File: src/rtl/fnd_scan_ctrl.sv
// fnd_scan_ctrl
// Scan controller for a 4-digit multiplexed common-anode FND. Digits are
// strobed one per slot, with a dead time at the start of every slot to
// avoid ghosting. It also handles PWM brightness, leading-zero blanking
// and decimal points. A new value is accepted into a shadow buffer through
// a valid/ready handshake. The shadow is committed only at a frame boundary,
// so a frame never mixes two values.
//
// Ports:
//   clk          system clock
//   rst_n        asynchronous active-low reset
//   en           display enable; 0 blanks the display and parks the scan at slot 0
//   load_valid   load request
//   load_ready   high while the shadow buffer is empty
//   load_data    16-bit hex value, [3:0] = rightmost digit
//   load_dp      decimal point per digit, bit k = digit k
//   load_lz      leading-zero suppression enable
//   load_bright  brightness 0..7 (7 = always on)
//   SEG          segments a..g,dp on [7:0], 1 = lit (registered)
//   DIGIT        active-low digit enables, one-hot-zero (registered)
//   frame_start  one-cycle pulse when digit 0 starts a new frame (registered)
module fnd_scan_ctrl #(
  parameter int SLOT_CYCLES  = 100000,
  parameter int BLANK_CYCLES = 1000
) (
  input  logic        clk,
  input  logic        rst_n,
  input  logic        en,
  input  logic        load_valid,
  output logic        load_ready,
  input  logic [15:0] load_data,
  input  logic [3:0]  load_dp,
  input  logic        load_lz,
  input  logic [2:0]  load_bright,
  output logic [7:0]  SEG,
  output logic [3:0]  DIGIT,
  output logic        frame_start
);

  localparam int CW = $clog2(SLOT_CYCLES);
  localparam logic [CW-1:0] CNT_LAST  = CW'(SLOT_CYCLES - 1);
  localparam logic [CW-1:0] CNT_BLANK = CW'(BLANK_CYCLES);
  localparam logic [CW-1:0] CNT_ONE   = CW'(1);
  localparam logic [CW-1:0] CNT_ZERO  = CW'(0);

  // Hex to segment pattern, a = bit7 .. g = bit1, bit0 (dp) left clear.
  function automatic logic [7:0] seg_encode(input logic [3:0] nib);
    logic [7:0] pat;
    case (nib)
      4'h0: pat = 8'hfc;
      4'h1: pat = 8'h60;
      4'h2: pat = 8'hda;
      4'h3: pat = 8'hf2;
      4'h4: pat = 8'h66;
      4'h5: pat = 8'hb6;
      4'h6: pat = 8'hbe;
      4'h7: pat = 8'he0;
      4'h8: pat = 8'hfe;
      4'h9: pat = 8'he6;
      4'ha: pat = 8'hee;
      4'hb: pat = 8'h3e;
      4'hc: pat = 8'h9c;
      4'hd: pat = 8'h7a;
      4'he: pat = 8'h9e;
      4'hf: pat = 8'h8e;
      default: pat = 8'h00;
    endcase
    return pat;
  endfunction

  logic [CW-1:0] cnt_q, cnt_d;
  logic [1:0]    idx_q, idx_d;
  logic          pend_q, pend_d;
  logic [7:0]    seg_q, seg_d;
  logic [3:0]    digit_q, digit_d;
  logic          frame_start_q, frame_start_d;

  logic [15:0]   sh_data_q, act_data_q;
  logic [3:0]    sh_dp_q, act_dp_q;
  logic          sh_lz_q, act_lz_q;
  logic [2:0]    sh_br_q, act_br_q;

  logic          boundary_s, transfer_s, commit_s;
  logic [3:0]    nib_s, digit_sel_s;
  logic          upper_zero_s, lit_s;
  logic [CW-1:0] act_off_s;
  logic [2:0]    ph_s;
  logic [7:0]    seg_pat_s;

  // Handshake, boundary and commit decisions.
  always_comb begin
    boundary_s = en && (cnt_q == CNT_LAST) && (idx_q == 2'd3);
    transfer_s = load_valid && !pend_q;
    // With en low the scan is parked, so a pending shadow is taken right away.
    commit_s   = pend_q && (boundary_s || !en);
    // Transfer and commit cannot coincide: a transfer needs an empty shadow.
    if (transfer_s) begin
      pend_d = 1'b1;
    end else if (commit_s) begin
      pend_d = 1'b0;
    end else begin
      pend_d = pend_q;
    end
  end

  // Slot counter and digit index.
  always_comb begin
    cnt_d = cnt_q;
    idx_d = idx_q;
    if (!en) begin
      cnt_d = CNT_ZERO;
      idx_d = 2'd0;
    end else if (cnt_q == CNT_LAST) begin
      cnt_d = CNT_ZERO;
      idx_d = idx_q + 2'd1;
    end else begin
      cnt_d = cnt_q + CNT_ONE;
    end
  end

  // Digit select, displayed nibble and leading-zero detection.
  always_comb begin
    nib_s        = 4'h0;
    digit_sel_s  = 4'hf;
    upper_zero_s = 1'b0;
    case (idx_q)
      2'd0: begin
        nib_s        = act_data_q[3:0];
        digit_sel_s  = 4'he;
        upper_zero_s = 1'b0;
      end
      2'd1: begin
        nib_s        = act_data_q[7:4];
        digit_sel_s  = 4'hd;
        upper_zero_s = (act_data_q[15:4] == 12'h000);
      end
      2'd2: begin
        nib_s        = act_data_q[11:8];
        digit_sel_s  = 4'hb;
        upper_zero_s = (act_data_q[15:8] == 8'h00);
      end
      2'd3: begin
        nib_s        = act_data_q[15:12];
        digit_sel_s  = 4'h7;
        upper_zero_s = (act_data_q[15:12] == 4'h0);
      end
      default: begin
        nib_s        = 4'h0;
        digit_sel_s  = 4'hf;
        upper_zero_s = 1'b0;
      end
    endcase
  end

  // Dead time, PWM gating and segment pattern for the next output cycle.
  always_comb begin
    act_off_s = cnt_q - CNT_BLANK;
    ph_s      = act_off_s[2:0];
    lit_s     = en && (cnt_q >= CNT_BLANK) && (ph_s <= act_br_q);
    seg_pat_s = seg_encode(nib_s);
    if (act_lz_q && upper_zero_s) begin
      seg_pat_s[7:1] = 7'h00;
    end else begin
      seg_pat_s[7:1] = seg_pat_s[7:1];
    end
    if (lit_s) begin
      seg_d   = {seg_pat_s[7:1], act_dp_q[idx_q]};
      digit_d = digit_sel_s;
    end else begin
      seg_d   = 8'h00;
      digit_d = 4'hf;
    end
    frame_start_d = boundary_s;
  end

  // Scan state, handshake flag and registered display outputs.
  always_ff @(posedge clk or negedge rst_n) begin
    if (!rst_n) begin
      cnt_q         <= CNT_ZERO;
      idx_q         <= 2'd0;
      pend_q        <= 1'b0;
      seg_q         <= 8'h00;
      digit_q       <= 4'hf;
      frame_start_q <= 1'b0;
    end else begin
      cnt_q         <= cnt_d;
      idx_q         <= idx_d;
      pend_q        <= pend_d;
      seg_q         <= seg_d;
      digit_q       <= digit_d;
      frame_start_q <= frame_start_d;
    end
  end

  // Shadow buffer capture on a handshake transfer.
  always_ff @(posedge clk or negedge rst_n) begin
    if (!rst_n) begin
      sh_data_q <= 16'h0000;
      sh_dp_q   <= 4'h0;
      sh_lz_q   <= 1'b0;
      sh_br_q   <= 3'd7;
    end else if (transfer_s) begin
      sh_data_q <= load_data;
      sh_dp_q   <= load_dp;
      sh_lz_q   <= load_lz;
      sh_br_q   <= load_bright;
    end
  end

  // Active display settings, updated only by a commit.
  always_ff @(posedge clk or negedge rst_n) begin
    if (!rst_n) begin
      act_data_q <= 16'h0000;
      act_dp_q   <= 4'h0;
      act_lz_q   <= 1'b0;
      act_br_q   <= 3'd7;
    end else if (commit_s) begin
      act_data_q <= sh_data_q;
      act_dp_q   <= sh_dp_q;
      act_lz_q   <= sh_lz_q;
      act_br_q   <= sh_br_q;
    end
  end

  assign load_ready  = !pend_q;
  assign SEG         = seg_q;
  assign DIGIT       = digit_q;
  assign frame_start = frame_start_q;

endmodule

File: config.mk
export PLATFORM = sky130hd
export DESIGN_NAME = fnd_scan_ctrl
export DESIGN_NICKNAME = d
export VERILOG_FILES = /design/src/rtl/fnd_scan_ctrl.sv
export SDC_FILE = /design/constraint.sdc
export NUM_CORES = 1
export LEC_CHECK = 0
export CAP_MARGIN = 20
export CORE_ASPECT_RATIO = 0.8
export CORE_MARGIN = 3
export CORE_UTILIZATION = 52
export CTS_CLUSTER_DIAMETER = 30
export CTS_CLUSTER_SIZE = 24
export DETAILED_ROUTE_END_ITERATION = 10
export GPL_TIMING_DRIVEN = 0
export PLACE_DENSITY = 0.8
export SETUP_SLACK_MARGIN = 0.3
export SLEW_MARGIN = 20
export SYNTH_ARGS = -nofsm -noshare
export SYNTH_HDL_FRONTEND = slang
export SYNTH_SLANG_ARGS = --single-unit
export TNS_END_PERCENT = 5
File: constraint.sdc
create_clock -name clk -period 4 [get_ports clk]
set_input_delay 0.6 -clock clk [delete_from_list [all_inputs] [get_ports clk]]
set_output_delay 0.6 -clock clk [all_outputs]
set_load 0.005 [all_outputs]
==> results of run 1 <==
## stage by stage
stage / util (%) / hold WS, ns / cell area [sq um] / setup slack (ns) / instances
6_report: 65.3 / 0.137 / 4560 / 1.22 / 443
4_1_cts: 65.3 / 0.133 / 4560 / 1.25 / 443
2_1_floorplan: - / 0.304 / 3810 / 1.74 / 298
3_5_place_dp: 62.3 / 0.491 / 4360 / 1.28 / 427
5_1_grt: 65.3 / 0.124 / 4560 / 0.967 / 443
3_3_place_gp: 62.0 / 0.488 / 4330 / -0.410 / 426
## cell families after synthesis
| family | after synthesis | share of synthesized area [%] |
|---|---|---|
| XOR/XNOR | 16 | 3.67 |
| multiplexers | 55 | 18.4 |
| buffers and inverters | 22 | 3.02 |
| AND/OR/NAND/NOR | 84 | 11.7 |
| AO/OA/AOI/OAI | 26 | 5.18 |
| adder cells (fa/ha/maj) | 14 | 4.59 |
| flip-flops | 81 | 53.5 |
## final cells by class
| class | count | area, sq um |
|---|---|---|
| Buffer | 6 | 55.1 |
| Fill cell | 562 | 2430 |
| Clock buffer | 11 | 151 |
| Inverter | 16 | 60.1 |
| Timing Repair Buffer | 42 | 435 |
| Clock inverter | 5 | 53.8 |
| Multi-Input combinational cell | 195 | 1660 |
| Sequential cell | 81 | 2040 |
| Tap cell | 87 | 109 |
## state kept, by name, summed over array words and instances (netlist names)
register	flops
frame_start	1
sh_data_q	16
DIGIT	4
cnt_q	17
SEG	8
sh_dp_q	4
act_dp_q	4
sh_lz_q	1
act_data_q	16
sh_br_q	3
act_lz_q	1
pend_q	1
act_br_q	3
idx_q	2
## worst max-delay path by stage
stage               depth (start not counted)  startpoint  slack [ns]           end
detailed placement                          9    idx_q[0]        1.28        SEG[2]
global placement                            1       rst_n       -0.41  sh_data_q[6]
floorplan                                   9    idx_q[0]        1.74        SEG[1]
global route                                9    idx_q[0]        0.97        SEG[2]
CTS                                         9    idx_q[0]        1.25        SEG[2]
finish                                      9    idx_q[0]        1.22        SEG[2]
## metal layers
layer  up-vias  GRT usage (%)  part of all wire (%)
met4         0           5.58                   1.3
met1      1215           27.0                    46
met3        10           6.13                   5.9
met5         -              0                     0
li1       1152              -                     -
met2        86           31.0                    47
## cell usage after synthesis, types with 2 or more instances
cell type  number
xnor2_1        10
o21ai_0         5
mux2_4         20
nand3_1         4
a21oi_1         3
dfrtp_1        71
inv_1          15
o211ai_1        2
buf_12          2
nand2_1        20
mux2i_1         4
a211oi_1        3
nor2_1         28
and3_1          5
and4_1          2
xor2_1          6
nor2b_1         4
clkbuf_1        3
ha_1           14
a221oi_1        3
nor4_1          3
dfstp_2        10
a222oi_1        4
nand4_1         3
nor3_1          6
mux2_2         30
## report_power, final
group	total, mW	leakage, nW	switching [mW]	internal [mW]
Combinational	0.556	0.907	0.245	0.311
Clock	0.594	0.109	0.274	0.320
Sequential	1.12	0.997	0.128	0.997
Total	2.27	2.01	0.646	1.63
==> key figures, run 1 <==
Synth
  – Synthesized area per cell: about 13 sq um
  – Synth area leaders: dfrtp_1 47%, mux2_2 8.9%, mux2_4 7.9%
  – FF+latch count, synth: 81
  – Post-synth EDFFs: 0
  – Share of the synthesized area in the top cell type: a little under half
  – Post-synthesis instance total: 298
  – Syn_nets: 340
  – Synth area leader: dfrtp_1
  – Post-synth ARST share: between 90% and 100%
  – Yosys cell types: 44
  – Synth Flop Type: dfrtp_1
  – Number of synthesis warnings: 0
  – Sequential area share after synthesis: a little over half
  – Synthesized cell area: 3810 sq um

Die
  – Ports: between 40 and 50
  – Core footprint: between 6000 and 7000 sq um
  – Width of the die: 102 um
  – Die Height: 82.6 um
  – Die area: 8400 sq um
  – Initial Util: 54.5%
  – FP Rows: 27

Clock tree
  – Clock transition at path regs: roughly 0.08 ns
  – Worst-Skew Late Latency: around 0.35 ns
  – Setup bufs post-CTS: 0
  – Root buffer cell: clkbuf_8
  – Resized Gates After CTS: 0
  – CTS sink cnt: between 80 and 90
  – CTS buffer count: 9
  – Max Buffers Root-to-Sink: 2
  – TritonCTS clock tree: built
  – Hold_buf cts: 0
  – H-tree depth: 3

Setup path
  – Crit Reg-Reg Startpoint: idx_q[0]
  – R2R Setup Slk: roughly 1.2 ns
  – FF-to-FF End: SEG[2]
  – Required @ worst endpoint: about 4.2 ns
  – CP max FO: 7
  – Critical path's slowest cell: o21ai_0
  – Worst R2R Path Depth: 9
  – Worst setup SP type: register
  – Crit. End Element: register
  – Max stage delay on crit path: 0.63 ns
  – CP top delay family: compound AO/OA/AOI/OAI gates
  – Crit path DAT: between 3 and 4 ns
  – Critical path class: reg -> reg
  – Worst Path Buf+Inv: 3
  – CP Cell Sequence: inv_1, ha_1, clkinv_1, o21ai_0, inv_1, ha_1, nand2_1, o21ai_0, a221oi_1

STA
  – Setup tns final: 0 ns
  – # setup viols final: 0
  – Worst-margin pin slew: ~0.70 ns
  – Fin. max-slew vios: 0
  – Final Skew: 0.00858 ns
  – Fmax: between 300 and 400 MHz
  – Max_slew headroom: a little over half
  – Final hold vios: 0
  – RSZ-0062 raised after global routing: false
  – Period minus WS final: approximately 2.8 ns
  – Final worst path period share: a little over two thirds

Worst hold path
  – Hold crit path type: in -> async

Status
  – Status: finished clean

Routing
  – DR vias/cell: approximately 5.6
  – Drt wl/cell: roughly 17 um
  – DRT iter0 DRCs: between 200 and 250
  – Final routed DRC violation total: 0
  – Drt pass-1 iters: 5
  – WL final: 7450 um
  – ANT nets after route: 0
  – Via count: between 2000 and 2500

Power
  – Total power: between 2 and 2.5 mW
  – P_leak: between 2 and 2.5 nW
  – VDD IR max: ~0.00029 V
  – Pwr dens: 498 nW/um^2

Global route
  – Initial antenna violation count: 0
  – Total Routing Usage GR: 19.9%
  – Largest net degree at the start of global routing: between 60 and 70
  – First-pass GRT wire length: ~13000 um
  – Vias in the first global route: approximately 2500
  – Total grt overflow: 0

Cells and area
  – Synth-to-Final Area Change: 19.7%
  – Commonest cells after routing, fill and taps aside: 71 x dfrtp_1, 40 x clkdlybuf4s50_1, 30 x mux2_2
  – Share of layout cells above drive strength 1: 24.2%
  – # diodes: 0
  – Fin nets: roughly 390
  – Commonest non-fill, non-tap cell in the layout: dfrtp_1

Job
  – Max cap viols: 0

Placed design
  – Port Buffers: 41
  – GPL Wtd Cong: about 0.8
  – Detailed Place HPWL: 5460 um
No activity file was read; power rests on OpenSTA's default activity.
==> inputs of run 2 (changes only) <==
--- a/config.mk
+++ b/config.mk
@@ -8,12 +8,12 @@
 export CAP_MARGIN = 20
 export CORE_ASPECT_RATIO = 0.8
 export CORE_MARGIN = 3
-export CORE_UTILIZATION = 52
+export CORE_UTILIZATION = 51
 export CTS_CLUSTER_DIAMETER = 30
 export CTS_CLUSTER_SIZE = 24
 export DETAILED_ROUTE_END_ITERATION = 10
 export GPL_TIMING_DRIVEN = 0
-export PLACE_DENSITY = 0.8
+export PLACE_DENSITY = 0.82
 export SETUP_SLACK_MARGIN = 0.3
 export SLEW_MARGIN = 20
 export SYNTH_ARGS = -nofsm -noshare
==> constraint.sdc (replaced) <==
create_clock -name clk -period 2.51 [get_ports clk]
set_input_delay 0.3765 -clock clk [delete_from_list [all_inputs] [get_ports clk]]
set_output_delay 0.3765 -clock clk [all_outputs]
set_load 0.005 [all_outputs]
==> key figures, run 2 (synthesized netlist as in run 1, its figures left out) <==
Status
  – Status: finished clean

STA
  – Fmax: 434 MHz (+20%)
  – Worst-margin pin slew: 0.720 ns (+0.0235 ns)
  – Final hold vios: 0 (unchanged)
  – Period minus WS final: 2.31 ns (-0.469 ns)
  – Final worst path period share: 91.9% (+23 points)
  – Fin. max-slew vios: 0 (unchanged)
  – RSZ-0062 raised after global routing: true
  – Max_slew headroom: 52.0% (-1.1 points)
  – Final Skew: 0.0101 ns (+0.00149 ns)
  – # setup viols final: 0 (unchanged)

Power
  – VDD IR max: 0.000406 V (+38%)
  – Psw: 1.19 mW (+84%)
  – Clock power frac: 22.1% (-4.0 points)
  – Sw Ratio: 31.1% (+2.7 points)
  – Pwr dens: 794 nW/um^2 (+59%)
  – Comb power frac: 30.9% (+6.4 points)
  – Sequential Power Share: 46.9% (-2.6 points)
  – Internal power: 2.64 mW (+62%)
  – P_leak: 2.09 nW (+3.7%)

Setup path
  – Crit. End Element: register
  – Required @ worst endpoint: 2.75 ns (-1.48 ns)
  – Crit path DAT: 2.54 ns (-0.47 ns)
  – Max stage delay on crit path: 0.53 ns (-0.10 ns)
  – CP Cell Sequence: inv_2, ha_4, a222oi_1, a21oi_4, inv_2, buf_6, buf_4, mux2i_1, a211oi_1
  – CP max FO: 6 (-1)
  – Critical path's slowest cell: a222oi_1
  – Worst setup SP type: register
  – Worst path most repeated cell: inv_2
  – Critical path class: reg -> reg

Clock tree
  – CTS buffer count: 9 (unchanged)
  – Root buffer cell: clkbuf_8
  – H-tree depth: 3 (unchanged)
  – Max Buffers Root-to-Sink: 2 (unchanged)
  – CTS sink cnt: 81 (unchanged)
  – TritonCTS clock tree: built
  – Worst-Skew Late Latency: 0.35 ns (about the same)
  – Clock transition at path regs: 0.08 ns (about the same)

Cells and area
  – Synth-to-Final Area Change: 26.6%
  – Final Util: 68.4% (+3.1 points)
  – Commonest cells after routing, fill and taps aside: 69 x dfrtp_1, 40 x clkdlybuf4s50_1, 30 x mux2_2
  – Commonest non-fill, non-tap cell in the layout: dfrtp_1
  – Most flop-heavy register: cnt_q
  – Max FFs per register: 17 (unchanged)
  – # diodes: 0 (unchanged)
  – Fin nets: 405 (+3.1%)
  – Biggest regs: cnt_q: 17 flops, act_data_q: 16 flops, sh_data_q: 16 flops
  – Share of layout cells above drive strength 1: 34.4% (+10 points)
  – Finished Layout Cells: 453 (+2.3%)

Routing
  – DR vias/cell: 5.59 (+0.57%)
  – Final routed DRC violation total: 0 (unchanged)
  – Drt wl/cell: 17.7 um (+5.5%)
  – DRT iter0 DRCs: 221 (+2.8%)
  – WL final: 8030 um (+7.9%)
  – Drt pass-1 iters: 7 (+2)
  – ANT nets after route: 0 (unchanged)
  – Via count: 2533 (+2.8%)

Die
  – Ports: 42 (unchanged)
  – Width of the die: 103 um (+0.92%)
  – Die area: 8560 sq um (+1.8%)
  – Die Height: 83.3 um (+0.91%)
  – Core footprint: 7060 sq um (+0.97%)
  – FP Rows: 27 (unchanged)
  – Initial Util: 54.0% (-0.52 points)

Global route
  – Initial antenna violation count: 0 (unchanged)
  – Largest net degree at the start of global routing: 61 (unchanged)
  – Vias in the first global route: 2557 (+3.2%)
  – Total Routing Usage GR: 18.4% (-1.5 points)
  – First-pass GRT wire length: 12400 um (-1.5%)
  – Total grt overflow: 0 (unchanged)

Placed design
  – Placed Instances: 427 (unchanged)
  – Detailed Place HPWL: 5190 um (-4.9%)
  – Port Buffers: 41 (unchanged)
  – GPL Wtd Cong: 0.856 (+6.0%)

Job
  – Max cap viols: 0 (unchanged)

Worst hold path
  – Hold crit path type: in -> async
[run 2: changes by cell type in the layout (fill, tap and decap cells not counted), sizes merged]
cell | before | now
inv | 15 | 16
clkinvlp | 0 | 1
clkinv | 5 | 2
buf | 5 | 16
dlygate4sd3 | 0 | 1
bufinv | 1 | 0
[run 2: worst paths after layout]
kind,from,end,slack (ns),depth (start not counted)
setup / recovery,idx_q[1],SEG[6],0.20,9
hold / removal,rst_n,cnt_q[14],0.46,2
setup reg to reg,idx_q[1],SEG[6],0.20,9
hold reg to reg,sh_data_q[9],act_data_q[9],0.51,1
max in group asynchronous,rst_n,DIGIT[3],1.42,3
min in group clk,sh_data_q[9],act_data_q[9],0.51,1
[run 2: per-stage QoR]
| step | hold WS, ns | power, mW | setup TNS (ns) | setup slack [ns] | area, sq um |
|---|---|---|---|---|---|
| finish | 0.461 | 3.83 | 0 | 0.203 | 4830 |
| global route | 0.486 | 4.05 | 0 | 0.144 | 4830 |
| CTS | 0.454 | 3.57 | 0 | 0.303 | 4590 |
| detailed placement | 0.289 | 2.69 | 0 | 0.0425 | 4360 |
| global placement | 0.489 | 2.61 | -126.38 | -1.68 | 4330 |
| floorplan | 0.0809 | 2.41 | 0 | 0.419 | 3810 |
[run 2: repair_timing]
action                                 in CTS  in global routing
hold buffers                                1                  0
setup endpoints to repair                   7                 32
pin swaps                                   3                 13
gates resized for setup                    10                 38
endpoints found under the hold margin      15                  0
setup buffers                               3                  8
[run 2: layer usage]
layer,wire (um),GRT usage (%),share of wire (%),vias to the layer above
li1,-,-,-,1177
met1,3500,25.7,44,1249
met3,455,5.88,5.7,10
met4,125,4.29,1.6,0
met5,0,0,0,-
met2,3960,28.0,49,97
[run 2: area by class of cell]
type,count,area (sq um)
inverter,16,62.6
clock inverter,3,17.5
tap,87,109
clock buffer,11,151
timing repair buffer,54,536
sequential,81,2040
buffer,6,56.3
fill,485,2230
multi-input combinational,195,1850
[run 2: worst max-delay path, delay by kind of cell, from the launching register on]
| family | cells | cell delay [ns] |
|---|---|---|
| flip-flops | 1 | 0.45 |
| adder cells (fa/ha/maj) | 1 | 0.18 |
| multiplexers | 1 | 0.08 |
| AO/OA/AOI/OAI | 3 | 1.03 |
| buffers and inverters | 4 | 0.44 |
[run 2: power by group through the flow]
stage               registers [mW]  clock network (mW)  logic, mW
CTS                           1.79               0.857      0.920
global route                  1.83               0.934       1.29
finish                        1.80               0.848       1.19
detailed placement            1.81                   0      0.879
global placement              1.79                   0      0.824
floorplan                     1.73                   0      0.684
==> inputs of run 3 (changes only) <==
--- a/config.mk
+++ b/config.mk
@@ -10,7 +10,7 @@
 export CORE_MARGIN = 3
 export CORE_UTILIZATION = 51
 export CTS_CLUSTER_DIAMETER = 30
-export CTS_CLUSTER_SIZE = 24
+export CTS_CLUSTER_SIZE = 8
 export DETAILED_ROUTE_END_ITERATION = 10
 export GPL_TIMING_DRIVEN = 0
 export PLACE_DENSITY = 0.82
==> results of run 3 <==
The final DEF is identical to that of run 2; final timing and power are the same.
